`src/rtl/wide_add_sequencer.sv`:
```
// Multi-cycle wide add/subtract controller driving a shared narrow ripple adder,
// one chunk per cycle, LSB chunk first, with start and result handshakes.
module wide_add_sequencer #(
    parameter int CHUNK_W  = 6,
    parameter int N_CHUNKS = 4
) (
    input  logic                          clk,
    input  logic                          reset,
    input  logic                          start_valid,
    output logic                          start_ready,
    input  logic                          op_sub,
    input  logic [CHUNK_W*N_CHUNKS-1:0]   a,
    input  logic [CHUNK_W*N_CHUNKS-1:0]   b,
    output logic [CHUNK_W-1:0]            add_x,
    output logic [CHUNK_W-1:0]            add_y,
    output logic                          add_cin,
    input  logic [CHUNK_W-1:0]            add_sum,
    input  logic                          add_cout,
    output logic                          res_valid,
    input  logic                          res_ready,
    output logic [CHUNK_W*N_CHUNKS-1:0]   result,
    output logic                          carry_out,
    output logic                          overflow,
    output logic                          busy
);

    localparam int W     = CHUNK_W * N_CHUNKS;
    localparam int IDX_W = (N_CHUNKS > 1) ? $clog2(N_CHUNKS) : 1;
    localparam logic [IDX_W-1:0] LAST = IDX_W'(N_CHUNKS - 1);

    typedef enum logic [1:0] {
        IDLE = 2'd0,
        RUN  = 2'd1,
        DONE = 2'd2
    } state_t;

    state_t           state_q, state_d;
    logic [W-1:0]     a_q, a_d;
    logic [W-1:0]     b_q, b_d;
    logic [W-1:0]     result_q, result_d;
    logic             carry_q, carry_d;
    logic [IDX_W-1:0] idx_q, idx_d;

    always_ff @(posedge clk) begin
        if (reset) begin
            state_q  <= IDLE;
            a_q      <= '0;
            b_q      <= '0;
            result_q <= '0;
            carry_q  <= 1'b0;
            idx_q    <= '0;
        end else begin
            state_q  <= state_d;
            a_q      <= a_d;
            b_q      <= b_d;
            result_q <= result_d;
            carry_q  <= carry_d;
            idx_q    <= idx_d;
        end
    end

    always_comb begin
        state_d  = state_q;
        a_d      = a_q;
        b_d      = b_q;
        result_d = result_q;
        carry_d  = carry_q;
        idx_d    = idx_q;
        add_x    = '0;
        add_y    = '0;
        add_cin  = 1'b0;
        unique case (state_q)
            IDLE: begin
                if (start_valid) begin
                    // Subtraction is a + ~b + 1; the +1 enters as the first carry.
                    a_d     = a;
                    b_d     = op_sub ? ~b : b;
                    carry_d = op_sub;
                    idx_d   = '0;
                    state_d = RUN;
                end
            end
            RUN: begin
                for (int i = 0; i < N_CHUNKS; i++) begin
                    if (idx_q == IDX_W'(i)) begin
                        add_x = a_q[i*CHUNK_W +: CHUNK_W];
                        add_y = b_q[i*CHUNK_W +: CHUNK_W];
                        result_d[i*CHUNK_W +: CHUNK_W] = add_sum;
                    end
                end
                add_cin = carry_q;
                carry_d = add_cout;
                if (idx_q == LAST) begin
                    idx_d   = '0;
                    state_d = DONE;
                end else begin
                    idx_d = idx_q + 1'b1;
                end
            end
            DONE: begin
                if (res_ready) begin
                    state_d = IDLE;
                end
            end
            default: state_d = IDLE;
        endcase
    end

    assign start_ready = (state_q == IDLE);
    assign res_valid   = (state_q == DONE);
    assign busy        = (state_q == RUN) || (state_q == DONE);
    assign result      = result_q;
    assign carry_out   = carry_q;
    assign overflow    = (a_q[W-1] == b_q[W-1]) && (result_q[W-1] != a_q[W-1]);

endmodule
```
`config.mk`:
```
export PLATFORM = sky130hd
export DESIGN_NAME = wide_add_sequencer
export DESIGN_NICKNAME = d
export VERILOG_FILES = /design/src/rtl/wide_add_sequencer.sv
export SDC_FILE = /design/constraint.sdc
export NUM_CORES = 1
export LEC_CHECK = 0
export CORE_UTILIZATION = 52
export DETAILED_ROUTE_END_ITERATION = 10
export PLACE_DENSITY = 0.9
export SLEW_MARGIN = 30
export SYNTH_ARGS = -nofsm -noshare
export SYNTH_HDL_FRONTEND = slang
export SYNTH_SLANG_ARGS = --single-unit
```
`constraint.sdc`:
```
create_clock -name clk -period 4.3 [get_ports clk]
set_input_delay 0.86 -clock clk [delete_from_list [all_inputs] [get_ports clk]]
set_output_delay 0.86 -clock clk [all_outputs]
set_load 0.01 [all_outputs]
```
After elaboration in Yosys (flattened, before gate mapping)
Index checks and enable logic that the tools add are counted.

storage, ports and cells
  bits in registers = 77
  input bits = 60
  output and inout bits = 42
  logic and storage cells = 54

operators by class
  $add $sub $neg = 1
  equality and inequality tests = 10
  multiplexer cells = 21
  bitwise logic cells = 1
  reductions and logical operators = 12

operators with widths
  kind                                                                      count
  6-bit 2-to-1 mux                                                          10
  24-bit 2-to-1 mux                                                         1
  24-bit NOT                                                                1
  2-bit AND reduction                                                       6
  2-bit 2-to-1 mux                                                          5
  2-bit == test (second input constant)                                     3
  2-bit one-hot mux with 3 select lines                                     1
  2-bit by 1-bit == test with 1-bit output (second input constant)          2
  2-bit zero test                                                           2
  2-bit inequality test (second input constant)                             2
  2-bit one-hot mux with 2 select lines                                     1
  3-bit AND reduction                                                       1
  2-bit by 1-bit adder with 2-bit output (second input constant)            1
  1-bit 2-to-1 mux                                                          2
  2-bit by 1-bit inequality test with 1-bit output (second input constant)  1
  1-bit one-hot mux with 2 select lines                                     1
  2-bit nonzero test                                                        1
  1-bit == test                                                             1
  1-bit logical AND                                                         1
  1-bit logical OR                                                          1
  1-bit inequality test                                                     1

Logic depth before layout (Yosys ltp)
Gate-level depths: netlist of run 1.

  depth in word-level cells = 6
  depth in mapped cells = 7
  depth with buffers taken out = 5

Worst setup path after synthesis of run 1
Ideal clock, no wire load.

  path kind = reg-to-output
  start = register idx_q[0]
  end = output add_x[0]
  data arrival time = 1.395 ns
  required time = 3.440 ns
  setup slack = 2.045 ns
  stages on the path, launching flop included = 8
  path buffers = 2
  cells stage by stage = dfxtp_1 -> inv_1 -> ha_1 -> buf_4 -> nor2b_4 -> buf_6 -> a221oi_1 -> o31ai_1

between the ends
  cells in the longest elaborated chain, start to end = 6
  elaborated cells on any way between the ends = 9
  those cells by class = 3 x eq/ne; 5 x mux; 1 x reduce/logical

ends and longest elaborated chain
  what                           RTL line  text
  start, declared                42        logic [IDX_W-1:0] idx_q, idx_d;
  start signal, assigned         58        idx_q <= idx_d;
  2-bit zero test                85        if (idx_q == IDX_W'(i)) begin
  6-bit 2-to-1 mux (3 in a row)  85
  6-bit 2-to-1 mux (*)           85
  6-bit 2-to-1 mux (*)           72        unique case (state_q)
  end, declared                  14        output logic [CHUNK_W-1:0] add_x,

Mark *: on every way between the ends. The rest lies on a longest branch, timed or not.

Worst setup path in the final report of run 1
  start = register idx_q[1]
  end = output add_y[5]

between the ends
  cells in the longest elaborated chain, start to end = 6
  elaborated cells on any way between the ends = 9
  those cells by class = 3 x eq/ne; 5 x mux; 1 x reduce/logical

ends and longest elaborated chain
  what                           RTL line  text
  2-bit zero test                85
  6-bit 2-to-1 mux (3 in a row)  85
  6-bit 2-to-1 mux (*)           85
  6-bit 2-to-1 mux (*)           72
  end, declared                  15        output logic [CHUNK_W-1:0] add_y,

Marked as above.

==> impl_metrics.py, run 1 <==
metrics = {
    "final_layout": {
        "post_route_cells_drive_above_1_share": 0.09307,
        "area.growth.synth_to_final_pct": 30.46,
        "stdcell_area_um2": 4770,
        "num-nets-final": 567,
        "antenna_cells_inserted": 0,
    },
    "global_routing": {
        "antenna_found_initial": 0,
        "grt_first_pass_wirelength_mm": 14.72,
        "grt_usage": 0.2557,
        "grt_start_max_net_pins": 74,
        "grt_overflow_total": 0,
        "first_global_vias": 3176,
    },
    "clock_network": {
        "clock_tree.htree_level_count": 3,
        "postCtsHoldBufs": 0,
        "clkTransAtPathRegs_ns": 0.08,
        "cts-resized-gates": 0,
        "clock-root-buffer": "clkbuf_8",
        "tritoncts_num_sinks": 77,
        "cts_buffers": 9,
        "clockBufferDepth": 2,
        "insertion_delay_ns": 0.35,
        "tritoncts": "done",
        "postCtsSetupBuffers": 0,
    },
    "power_and_ir_drop": {
        "pwr_per_cell_area_nw_per_um2": 356.2,
        "power_frac_seq": 0.463,
        "p_sw_frac": 0.2741,
        "clock_power_share": 0.357,
        "cellLeakagePower_uw": 0.001646,
        "p_int_uw": 1233,
        "comb_power_share": 0.180,
        "power.total_uw": 1699,
        "vdd_drop_max_v": 0.0002300,
        "netSwitchingPower_uw": 465.7,
    },
    "run_status": {
        "result_of_the_run": "complete, no violations",
    },
    "placed_design": {
        "place.gp.congestion": 0.8168,
        "dp_hpwl_mm": 6.176,
        "postPlaceCellArea_um2": 4546,
        "port_buffers": 101,
    },
    "worst_setup_path": {
        "critPathCapture": "add_y[5]",
        "critical_path.max_fanout": 20,
        "critical_path_required_ns": 3.44,
        "critical_path.startpoint_type": "flop",
        "arrival_ns": 2.81,
        "worst_r2r_startpoint": "state_q[1]",
        "r2r.worst_path.cells": 5,
        "crit_start": "idx_q[1]",
        "setup.worst_path.class": "reg -> out",
        "worst-r2r-setup-slack_ns": 2.41,
        "critical_path.reg2reg.endpoint": "b_q[1]",
        "worstSetupEndpointType": "output port",
    },
    "sta": {
        "timing_worst_slew_pin_value_ns": 0.9402,
        "finalMaxSlewViolations": 0,
        "finalHoldViolations": 0,
        "setup_violations": 0,
        "final.setup_skew_ns": 0.007617,
        "maxClockFrequency_ghz": 0.2725,
        "unrepaired_setup_endpoints_after_global_routing": "false",
        "fin_tns_setup_ns": 0,
        "finalCriticalPeriod_ns": 3.669,
        "final_min_period_over_clock_period": 0.8533,
        "relSlewSlack": 0.3732,
    },
    "synth": {
        "synth.ff_latch_count": 77,
        "yosys.cell_count.top_type": "nand2_1",
        "synth_edf_count": 0,
        "ys_seq_area_frac": 0.4216,
        "synth_top_cell_by_area": "dfxtp_1",
        "yosysWarningCount": 0,
        "synthDominantCellAreaShare": 0.4216,
        "synth_nets": 488,
        "asyncSetResetFlopFracSynth": 0,
        "post_synth_main_area_contributors": "dfxtp_1 (42%), nand2_1 (8.2%), a211oi_2 (7.5%), a21oi_1 (6.7%), xnor2_1 (5.7%)",
        "synth.cell_area_um2": 3656,
        "syn_area_per_cell_um2": 8.684,
        "synth_common_cells": "nand2_1 (80), dfxtp_1 (77), a21oi_1 (49)",
        "cells_after_synthesis": 421,
        "netlist-cell-type-count": 31,
        "postSynth.topFlopCell": "dfxtp_1",
    },
    "floorplan": {
        "floorplan.die.width_um": 85.85,
        "num_io_pins": 102,
        "row_count": 30,
        "core-area_um2": 6794,
        "initial_core_util": 0.5381,
        "floorplan.die.height_um": 85.85,
        "die_area_um2": 7370,
    },
    "routing": {
        "drt.antenna.violating_nets": 0,
        "detailedRoute.firstIterationViolations": 194,
        "tritonroute_pass_1_iters": 4,
        "detail_routed_net_length_per_standard_cell_um": 14.82,
        "overall_via_count_from_detail_route": 3285,
        "drt_wl_total_mm": 8.909,
        "via_per_inst": 5.466,
        "post-route-drc-count": 0,
    },
    "worst_hold_path": {
        "hold_path_class": "reg -> reg",
    },
    "flow_run": {
        "max_cap_violations": 0,
    },
}
## registers in the layout (all words and copies together), names as in the netlist
register,count
a_q,24
b_q,24
carry_out,1
idx_q,2
result,24
state_q,2
## through the flow
step / cells / setup slack, ns / hold WS (ns) / util
3_5_place_dp: 585 / 1.069 / 0.4460 / 0.6691
6_report: 601 / 0.6308 / 0.4569 / 0.7020
3_3_place_gp: 585 / 1.183 / 0.4442 / 0.6691
2_1_floorplan: 421 / 2.045 / 0.4361 / -
4_1_cts: 601 / 0.6547 / 0.4565 / 0.7017
5_1_grt: 601 / 0.4774 / 0.4716 / 0.7020
## kinds of logic (layout without fill, tap and decap cells)
kind of cell | after synthesis | in the layout | share of synthesized area
AOI/OAI and AO/OA | 105 | 105 | 0.2173
xor gates and xnor gates | 24 | 24 | 0.05749
adders and majority gates | 7 | 7 | 0.02396
buffers and inverters | 42 | 126 | 0.07803
DFF | 77 | 77 | 0.4216
muxes | 1 | 1 | 0.002738
and+or+nand+nor | 165 | 165 | 0.1988
## power groups by stage
| stage | combinational (µW) | clock, µW | sequential, µW |
|---|---|---|---|
| 2_1_floorplan | 211 | 0 | 797 |
| 3_3_place_gp | 294 | 0 | 801 |
| 3_5_place_dp | 304 | 0 | 803 |
| 4_1_cts | 306 | 611 | 787 |
| 5_1_grt | 335 | 659 | 793 |
| 6_report | 306 | 606 | 787 |
## cell type report
cell class                      instances  area (µm²)
Clock inverter                          7       97.59
Inverter                                5       18.77
Multi-Input combinational cell        302        1832
Clock buffer                            9       123.9
Sequential cell                        77        1541
Fill cell                             546        2024
Tap cell                               96       120.1
Timing Repair Buffer                  105        1036
## worst min-delay path by stage
stage                         start        end  slack, ns  cells past startpoint
after floorplan              a_q[0]     a_q[0]       0.44                      2
after global placement    result[0]  result[0]       0.44                      2
after detailed placement  result[1]  result[1]       0.45                      2
after CTS                 result[1]  result[1]       0.46                      2
after global routing      result[0]  result[0]       0.47                      2
final                       a_q[20]    a_q[20]       0.46                      2
## cells in the final DEF (no fill, tap or decap)
cell	instances
clkdlybuf4s50_1	100
nand2_1	80
dfxtp_1	77
a21oi_1	49
nand3_1	36
nor2_1	29
xnor2_1	24
a211oi_2	22
a221oi_1	12
nor2b_1	12
o31ai_1	12
clkbuf_8	9
ha_1	6
inv_1	5
nand2b_1	4
buf_4	4
a32oi_1	2
a31oi_1	2
a211oi_1	2
clkinvlp_4	2
inv_6	2
bufinv_16	2
nor2b_4	1
o21ai_0	1
and2_1	1
and2_4	1
mux2i_1	1
a311oi_1	1
and4_1	1
o21ba_2	1
o211a_1	1
ha_2	1
clkinv_2	1
buf_2	1
## critical path: stages (launching register included)
cell	delay [ns]
dfxtp_1	0.38
inv_1	0.08
ha_1	0.46
nor2b_4	0.41
a221oi_1	0.14
o31ai_1	0.38
clkdlybuf4s50_1	0.61
## per-layer routing
layer  wire length, µm  GRT usage  part of all wire
met1              3731     0.3086              0.42
met2              4505     0.4313              0.51
met3               413    0.06641             0.046
met4               259     0.1106             0.029
met5                 0          0                 0
(Power assumes the default switching activity.)
==> run 2, diff against run 1 <==
--- a/config.mk
+++ b/config.mk
@@ -5,9 +5,11 @@
 export SDC_FILE = /design/constraint.sdc
 export NUM_CORES = 1
 export LEC_CHECK = 0
-export CORE_UTILIZATION = 52
+export CELL_PAD_IN_SITES_DETAIL_PLACEMENT = 0
+export CELL_PAD_IN_SITES_GLOBAL_PLACEMENT = 2
+export CORE_UTILIZATION = 30
 export DETAILED_ROUTE_END_ITERATION = 10
-export PLACE_DENSITY = 0.9
+export PLACE_DENSITY = 0.89
 export SLEW_MARGIN = 30
 export SYNTH_ARGS = -nofsm -noshare
 export SYNTH_HDL_FRONTEND = slang
==> run 2 against run 1 <==
  * Flip-flop and latch count unchanged
  * Global-route usage shrank 9.8 points
  * Die area grew 71%
  * Worst setup slack improved by 0.11 ns
  * Clock skew shrank 0.00071 ns
  * Critical path depth is the same
  * First-iteration DRC count fell by 33%
  * Critical endpoint is now add_y[4]
  * Routed wire length increased by 7.4%
==> impl_metrics.py, run 2 (same netlist as run 1, synthesis figures left out) <==
metrics = {
    "sta": {
        "relSlewSlack": 0.4470,
        "timing_worst_slew_pin_value_ns": 0.8275,
        "setup_violations": 0,
        "finalCriticalPeriod_ns": 3.561,
        "unrepaired_setup_endpoints_after_global_routing": "false",
        "maxClockFrequency_ghz": 0.2809,
        "finalMaxSlewViolations": 0,
        "finalHoldViolations": 0,
        "final.setup_skew_ns": 0.006908,
        "fin_tns_setup_ns": 0,
        "final_min_period_over_clock_period": 0.8280,
    },
    "final_layout": {
        "post_route_cells_drive_above_1_share": 0.09109,
        "area.growth.synth_to_final_pct": 33.26,
        "multi_input_area_um2": 1832,
        "num-nets-final": 568,
        "final_common_cell": "clkdlybuf4s50_1",
        "seqCellArea_um2": 1541,
        "antenna_cells_inserted": 0,
        "filler_cell_count": 1191,
        "fin_util": 0.4178,
        "most-common-layout-cells": "clkdlybuf4s50_1 (100), nand2_1 (80), dfxtp_1 (77)",
    },
    "power_and_ir_drop": {
        "comb_power_share": 0.173,
        "netSwitchingPower_uw": 482.7,
        "clock_power_share": 0.382,
        "p_sw_frac": 0.2723,
        "pwr_per_cell_area_nw_per_um2": 363.8,
        "power_frac_seq": 0.444,
        "p_int_uw": 1290,
        "vdd_drop_max_v": 0.0001802,
        "cellLeakagePower_uw": 0.001676,
    },
    "clock_network": {
        "postCtsHoldBufs": 0,
        "postCtsSetupBuffers": 0,
        "clkTransAtPathRegs_ns": 0.06,
        "insertion_delay_ns": 0.33,
        "clock_tree.htree_level_count": 3,
        "clockBufferDepth": 2,
        "clock-root-buffer": "clkbuf_16",
        "cts-resized-gates": 0,
        "tritoncts_num_sinks": 77,
        "cts_buffers": 9,
        "tritoncts": "done",
    },
    "global_routing": {
        "grt_usage": 0.1577,
        "grt_overflow_total": 0,
        "antenna_found_initial": 0,
        "grt_first_pass_wirelength_mm": 15.76,
        "grt_start_max_net_pins": 74,
        "first_global_vias": 3071,
    },
    "worst_setup_path": {
        "setup.worst_path.class": "reg -> out",
        "cp_cell_sequence": "inv_1, ha_1, nor2b_4, a221oi_1, o31ai_1, clkdlybuf4s50_1",
        "critical_path.max_fanout": 20,
        "worstSetupEndpointType": "output port",
        "arrival_ns": 2.70,
        "critical_path.startpoint_type": "flop",
        "crit_path_max_incr_delay_ns": 0.59,
        "critical_path_required_ns": 3.44,
        "highest_delay_cell_along_the_critical_path": "clkdlybuf4s50_1",
    },
    "routing": {
        "post-route-drc-count": 0,
        "overall_via_count_from_detail_route": 3188,
        "detailedRoute.firstIterationViolations": 130,
        "drt.antenna.violating_nets": 0,
        "tritonroute_pass_1_iters": 4,
        "via_per_inst": 4.920,
        "drt_wl_total_mm": 9.569,
        "detail_routed_net_length_per_standard_cell_um": 14.77,
    },
    "floorplan": {
        "row_count": 39,
        "core-area_um2": 11660,
        "initial_core_util": 0.3135,
        "die_area_um2": 12630,
        "num_io_pins": 102,
        "floorplan.die.width_um": 112.4,
        "floorplan.die.height_um": 112.4,
    },
    "flow_run": {
        "max_cap_violations": 0,
    },
    "placed_design": {
        "dp_hpwl_mm": 6.663,
        "port_buffers": 101,
        "place.gp.congestion": 0.7800,
    },
    "worst_hold_path": {
        "hold_path_class": "reg -> reg",
    },
    "run_status": {
        "result_of_the_run": "complete, no violations",
    },
}
[run 2: cell types whose count changed in the layout (fill, tap and decap cells not counted), moves of 2 or more]
| cell | delta |
|---|---|
| clkinvlp_4 | -2 |
| clkbuf_8 | -9 |
| inv_6 | -2 |
| clkbuf_16 | +9 |
| bufinv_16 | -2 |
| clkinv_2 | +3 |
[run 2: final cells by class]
| type | instances | share of cell area |
|---|---|---|
| inverters | 5 | 0.003852 |
| repair buffers | 106 | 0.2142 |
| clock inverters | 5 | 0.005907 |
| well taps | 143 | 0.03672 |
| clock buffers | 10 | 0.04700 |
| multi-input cells | 302 | 0.3760 |
| flip-flops and latches | 77 | 0.3164 |
[run 2: per-stage QoR]
stage	hold WS [ns]	power (µW)	instances	instance area [µm²]	setup WS [ns]
2_1_floorplan	0.4361	1008	421	3656	2.045
3_3_place_gp	0.4437	1107	633	4612	1.086
3_5_place_dp	0.4499	1112	633	4612	1.041
4_1_cts	0.4574	1782	648	4870	0.6914
5_1_grt	0.4755	1851	648	4872	0.5569
6_report	0.4567	1772	648	4872	0.7395
[run 2: worst max-delay path, delay by kind of cell, from the launching register on]
family | cells | cell delay [ns]
AND/OR/NAND/NOR | 1 | 0.40
AO/OA/AOI/OAI | 2 | 0.47
buffers and inverters | 2 | 0.67
flip-flops | 1 | 0.38
adder cells (fa/ha/maj) | 1 | 0.45
[run 2: final timing paths]
kind,start,endpoint,slack [ns],cells past startpoint
setup reg to reg,idx_q[0],state_q[0],2.37,5
hold reg to reg,result[22],result[22],0.46,2
hold / removal,result[22],result[22],0.46,2
setup / recovery,idx_q[1],add_y[4],0.74,6
[run 2: metal layers]
| layer | global-route usage | vias to the layer above | part of all wire |
|---|---|---|---|
| li1 | - | 1609 | - |
| met1 | 0.2156 | 1473 | 0.50 |
| met2 | 0.2414 | 97 | 0.43 |
| met3 | 0.03564 | 9 | 0.058 |
| met4 | 0.06133 | 0 | 0.011 |
| met5 | 0 | - | 0 |
[run 2: power by group through the flow]
stage               Sequential (µW)  Clock [µW]  Combinational (µW)
finish                          788         677                 307
global route                    792         721                 338
CTS                             788         683                 310
detailed placement              803           0                 309
global placement                803           0                 304
floorplan                       797           0                 211
==> RTL edit 1: new RTL, config.mk and constraints of run 1 <==
Change the parameter `CHUNK_W` from 6 to 8.
--- a/src/rtl/wide_add_sequencer.sv
+++ b/src/rtl/wide_add_sequencer.sv
@@ -1,7 +1,7 @@
 // Multi-cycle wide add/subtract controller driving a shared narrow ripple adder,
 // one chunk per cycle, LSB chunk first, with start and result handshakes.
 module wide_add_sequencer #(
-    parameter int CHUNK_W  = 6,
+    parameter int CHUNK_W  = 8,
     parameter int N_CHUNKS = 4
 ) (
     input  logic                          clk,
Interface: changed (6 resized); port bits go from 102 to 132. The function was not compared with the original's and may differ.
==> RTL edit 1 against run 1 <==
The flow now finishes with violations (design-rule violations); sequential share of layout area rose by 0.22 points; critical path depth did not move; synthesized cell count rose by 30%; cell area rose by 30%; non-clock buffer count rose by 32; power rose by 20%; worst setup slack got worse by 0.094 ns; clock skew rose by 0.0023 ns; synthesized area rose by 32%; sequential cell count rose by 24; wire length rose by 39%; critical endpoint is now add_x[3].
==> RTL edit 1: results (changes against run 1) <==
| Metric | Value |
|---|---|
| Failing checks | `design-rule violations` |
| FF-to-FF path depth | `6 (was 5)` |
| Flop2flop setup slack | `2.31 ns (was 2.41 ns)` |
| Synth cell count leaders | `104 x nand2_1, 101 x dfxtp_1, 65 x a21oi_1 (was 80 x nand2_1, 77 x dfxtp_1, 49 x a21oi_1)` |
| Status | `finished, violations left (was complete, no violations)` |
| Final Wtd Congestion | `0.929 (was 0.817)` |
| Clock transition at path regs | `0.11 ns (was 0.08 ns)` |
| Global Route met1 Usage | `0.335 (was 0.309)` |
| Critical Path AT | `2.90 ns (was 2.81 ns)` |
| Max rail drop VDD | `186 µV (was 230 µV)` |
| Syn nets | `631 (was 488)` |
| Number of global-route vias before repair | `4,116 (was 3,176)` |
| Synth area leaders | `dfxtp_1 42%, nand2_1 8.1%, a211oi_2 7.8% (was dfxtp_1 42%, nand2_1 8.2%, a211oi_2 7.5%)` |
| Net switching power | `0.622 mW (was 0.466 mW)` |
| Yosys cell types | `34 (was 31)` |
| Area after DPL | `6000 µm² (was 4550 µm²)` |
| Via Count | `4,301 (was 3,285)` |
| Detailed Routing Iterations Pass 1 | `8 (was 4)` |
| Layout Nets | `729 (was 567)` |
| Sequential share of the synthesized area | `0.418 (was 0.422)` |
| DRC Markers | `10 (was 0)` |
| FFs w/ async S/R, synth | `0 (unchanged)` |
| FF-to-FF End | `b_q[6] (was b_q[1])` |
| Static leakage | `2.14 nW (was 1.65 nW)` |
| GRT Overall Usage | `0.261 (was 0.256)` |
| Clock Skews | `0.00995 ns (was 0.00762 ns)` |
| Iteration-0 DRC Markers | `315 (was 194)` |
| Grt met3 use | `0.0333 (was 0.0664)` |
| Dpl hpwl | `8740 µm (was 6180 µm)` |
| Hold Slack | `0.465 ns (was 0.457 ns)` |
| Min-delay src | `result[17] (was a_q[20])` |
| Ratio of cells with drive above 1 in the final layout | `0.123 (was 0.0931)` |
| WHS Endpoint | `result[17] (was a_q[20])` |
## RTL edit 1: cell count changes after synthesis, moves of 10 or more
cell | run 1 | this run
nand2_1 | 80 | 104
o31ai_2 | 0 | 10
dfxtp_1 | 77 | 101
a21oi_1 | 49 | 65
nand3_1 | 36 | 48
a221oi_2 | 0 | 10
## RTL edit 1: through the flow
stage / setup slack (ns) / utilization / std cells
2_1_floorplan: 1.98 / - / 546
3_3_place_gp: 1.04 / 0.677 / 740
3_5_place_dp: 0.985 / 0.678 / 740
4_1_cts: 0.553 / 0.700 / 756
5_1_grt: 0.356 / 0.702 / 757
6_report: 0.537 / 0.702 / 757
## RTL edit 1: worst max path at each step
stage                   from  endpoint  slack (ns)
floorplan           idx_q[0]  add_x[0]        1.98
global placement    idx_q[1]  add_x[3]        1.04
detailed placement  idx_q[1]  add_x[3]        0.99
CTS                 idx_q[1]  add_x[3]        0.55
global route        idx_q[1]  add_x[3]        0.36
finish              idx_q[1]  add_x[3]        0.54
## RTL edit 1: per-layer routing
metal  routed length, µm  vias to the layer above  share of wire
met4                 323                        0          0.026
met3                 810                       28          0.066
met1                5170                     2019           0.42
li1                    -                     2083              -
met2                6050                      171           0.49
met5                   0                        -              0
## RTL edit 1: cells by family after synthesis
logic type / count (synthesis) / synth area share
and+or+nand+nor: 213 / 0.194
adders and majority gates: 7 / 0.0181
DFF: 101 / 0.418
xor gates and xnor gates: 32 / 0.0579
buffers and inverters: 55 / 0.0722
muxes: 1 / 0.00207
AOI/OAI and AO/OA: 137 / 0.238
## RTL edit 1: power by group through the flow
stage | Combinational, mW | Sequential (mW) | Clock [mW]
finish | 0.416 | 1.04 | 0.589
global route | 0.448 | 1.05 | 0.642
CTS | 0.413 | 1.04 | 0.603
detailed placement | 0.411 | 1.06 | 0
global placement | 0.397 | 1.06 | 0
floorplan | 0.285 | 1.05 | 0
## RTL edit 1: area by class of cell
class                   count  share of cell area
clock inverters             7              0.0119
multi-input cells         390               0.398
inverters                   5             0.00302
repair buffers            137               0.220
flip-flops and latches    101               0.325
well taps                 108              0.0217
clock buffers               9              0.0199
## RTL edit 1: worst max-delay path, cell delays in order (launching register included)
cell and delay (ns):
dfxtp_1 0.39, inv_1 0.09, ha_1 0.41, nor2b_4 0.52, a221oi_1 0.16, o31ai_1 0.36
clkdlybuf4s50_1 0.61
==> RTL edit 2: new RTL, config.mk and constraints of run 1 <==
Made on the original files. Register the output `overflow`, cleared by the reset; this adds one clock of latency there. The other outputs are not delayed to match.
--- a/src/rtl/wide_add_sequencer.sv
+++ b/src/rtl/wide_add_sequencer.sv
@@ -111,6 +111,12 @@
     assign busy        = (state_q == RUN) || (state_q == DONE);
     assign result      = result_q;
     assign carry_out   = carry_q;
-    assign overflow    = (a_q[W-1] == b_q[W-1]) && (result_q[W-1] != a_q[W-1]);
+    always_ff @(posedge clk) begin
+        if (reset) begin
+            overflow <= '0;
+        end else begin
+            overflow <= (a_q[W-1] == b_q[W-1]) && (result_q[W-1] != a_q[W-1]);
+        end
+    end
 
 endmodule
Formal check against the unedited RTL: not equivalent (a bounded check fails within 4 cycles, from zero or initial values and one cycle with reset high).
==> RTL edit 2 against run 1 <==
Utilization fell by 0.57 points; critical path depth is the same; cell area shrank 0.26%; power is 5.3% lower; highest routed layer unchanged; critical path type unchanged; worst setup slack worse by 0.0014 ns; synthesized area grew 0.72%; sequential cell count is 1 higher; wire length shrank 0.63%.
==> RTL edit 2: results (changes against run 1) <==
| Metric | Value |
|---|---|
| Number of global-route vias before repair | `3,022 (was 3,176)` |
| Max rail drop VDD | `193 µV (was 230 µV)` |
| Layout Nets | `568 (was 567)` |
| Clock transition at path regs | `0.08 ns (about the same)` |
| Status | `complete, no violations (unchanged)` |
| Detailed Routing Iterations Pass 1 | `6 (was 4)` |
| Syn. warnings | `0 (unchanged)` |
| H-tree levels | `3 (unchanged)` |
| Switching Share | `0.283 (was 0.274)` |
| Hold Path Class | `flip-flop to flip-flop (unchanged)` |
| # diodes | `0 (unchanged)` |
| Placed cell count | `586 (was 585)` |
| First-pass GRT wire length | `13,900 µm (was 14,700 µm)` |
| FF-to-FF path depth | `4 (was 5)` |
| Post-Syn Instances | `422 (was 421)` |
| Fill cells | `573 (was 546)` |
| Syn nets | `489 (was 488)` |
| Hold path cells | `2 (unchanged)` |
| Postcts setup bufs | `0 (unchanged)` |
| Static leakage | `1.64 nW (was 1.65 nW)` |
| Ratio of cells with drive above 1 in the final layout | `0.0929 (was 0.0931)` |
| Antenna violations before repair | `0 (unchanged)` |
| Synth area leaders | `dfxtp_1 42%, nand2_1 8.1%, a211oi_2 7.5% (was dfxtp_1 42%, nand2_1 8.2%, a211oi_2 7.5%)` |
| Crit path max fanout | `20 (unchanged)` |
| Dpl hpwl | `6320 µm (was 6180 µm)` |
| WL per Instance | `14.7 µm (was 14.8 µm)` |
| Routed Wire Length | `8850 µm (was 8910 µm)` |
| Root buffer cell | `clkbuf_8 (unchanged)` |
| Skew-Pair Late Insertion Delay | `0.35 ns (about the same)` |
| Synth cell count leaders | `79 x nand2_1, 78 x dfxtp_1, 50 x a21oi_1 (was 80 x nand2_1, 77 x dfxtp_1, 49 x a21oi_1)` |
| Measured slew at the worst slew-check pin | `0.828 ns (was 0.940 ns)` |
| Slowest-stage cell, CP | `clkdlybuf4s50_1 (unchanged)` |
| Clock Skews | `0.00674 ns (was 0.00762 ns)` |
| Clock Tree Buf Depth | `2 (unchanged)` |
| GRT Overall Usage | `0.241 (was 0.256)` |
| Count of input and output buffers | `101 (unchanged)` |
| Largest stage delay, worst path | `0.60 ns` |
| Critical Path AT | `2.81 ns (about the same)` |
| Post-CTS sizing | `0 (unchanged)` |
| Inserted Clock Buffers | `9 (unchanged)` |
| Final Wtd Congestion | `0.811 (was 0.817)` |
| Iteration-0 DRC Markers | `205 (was 194)` |
| FFs w/ async S/R, synth | `0 (unchanged)` |
| Yosys cell types | `30 (was 31)` |
| Largest net degree at the start of global routing | `74 (unchanged)` |
| Sequential share of the synthesized area | `0.424 (was 0.422)` |
| Via Count | `3,277 (was 3,285)` |
[RTL edit 2: area by class of cell]
class | instances | area (µm²) | share of cell area
Clock buffer | 11 | 151 | 0.0318
Clock inverter | 5 | 33.8 | 0.00710
Sequential cell | 78 | 1560 | 0.328
Timing Repair Buffer | 105 | 1040 | 0.218
Inverter | 5 | 18.8 | 0.00395
Multi-Input combinational cell | 302 | 1840 | 0.386
Tap cell | 96 | 120 | 0.0252
[RTL edit 2: final timing paths]
path | from | endpoint | slack (ns)
min reg2reg | a_q[5] | a_q[5] | 0.46
min | a_q[5] | a_q[5] | 0.46
max | idx_q[1] | add_y[5] | 0.63
max reg2reg | idx_q[0] | state_q[1] | 2.10
[RTL edit 2: critical path: cells and delay by family, from the launching register on]
kind,cells,cell delay (ns)
fa+ha+maj,1,0.47
compound gates,2,0.50
simple gates,1,0.41
buf+inv,2,0.68
flops,1,0.40
[RTL edit 2: routing by layer]
layer  vias to the layer above  GRT usage  wire, µm
li1                       1616          -         -
met1                      1504      0.293      3690
met2                       135      0.411      4410
met3                        22     0.0433       503
met4                         0      0.118       254
met5                         -          0         0
[RTL edit 2: kinds of logic after synthesis]
family                   after synthesis  share of synthesized area
AND/OR/NAND/NOR                      165                      0.198
AO/OA/AOI/OAI                        105                      0.216
flip-flops                            78                      0.424
buffers and inverters                 42                     0.0782
XOR/XNOR                              24                     0.0571
adder cells (fa/ha/maj)                7                     0.0238
multiplexers                           1                    0.00272
[RTL edit 2: power by group through the flow]
stage               logic (mW)  registers (mW)  clock network, mW
detailed placement       0.304           0.814                  0
global placement         0.293           0.811                  0
finish                   0.306           0.797              0.506
global route             0.333           0.801              0.541
floorplan                0.212           0.807                  0
CTS                      0.306           0.797              0.514
[RTL edit 2: per-stage QoR]
stage               worst slack [ns]  hold slack (ns)  instance area [µm²]
floorplan                       2.05            0.436                 3680
global placement                1.14            0.444                 4570
finish                         0.629            0.458                 4760
detailed placement              1.04            0.448                 4570
CTS                            0.641            0.459                 4750
global route                   0.462            0.478                 4760
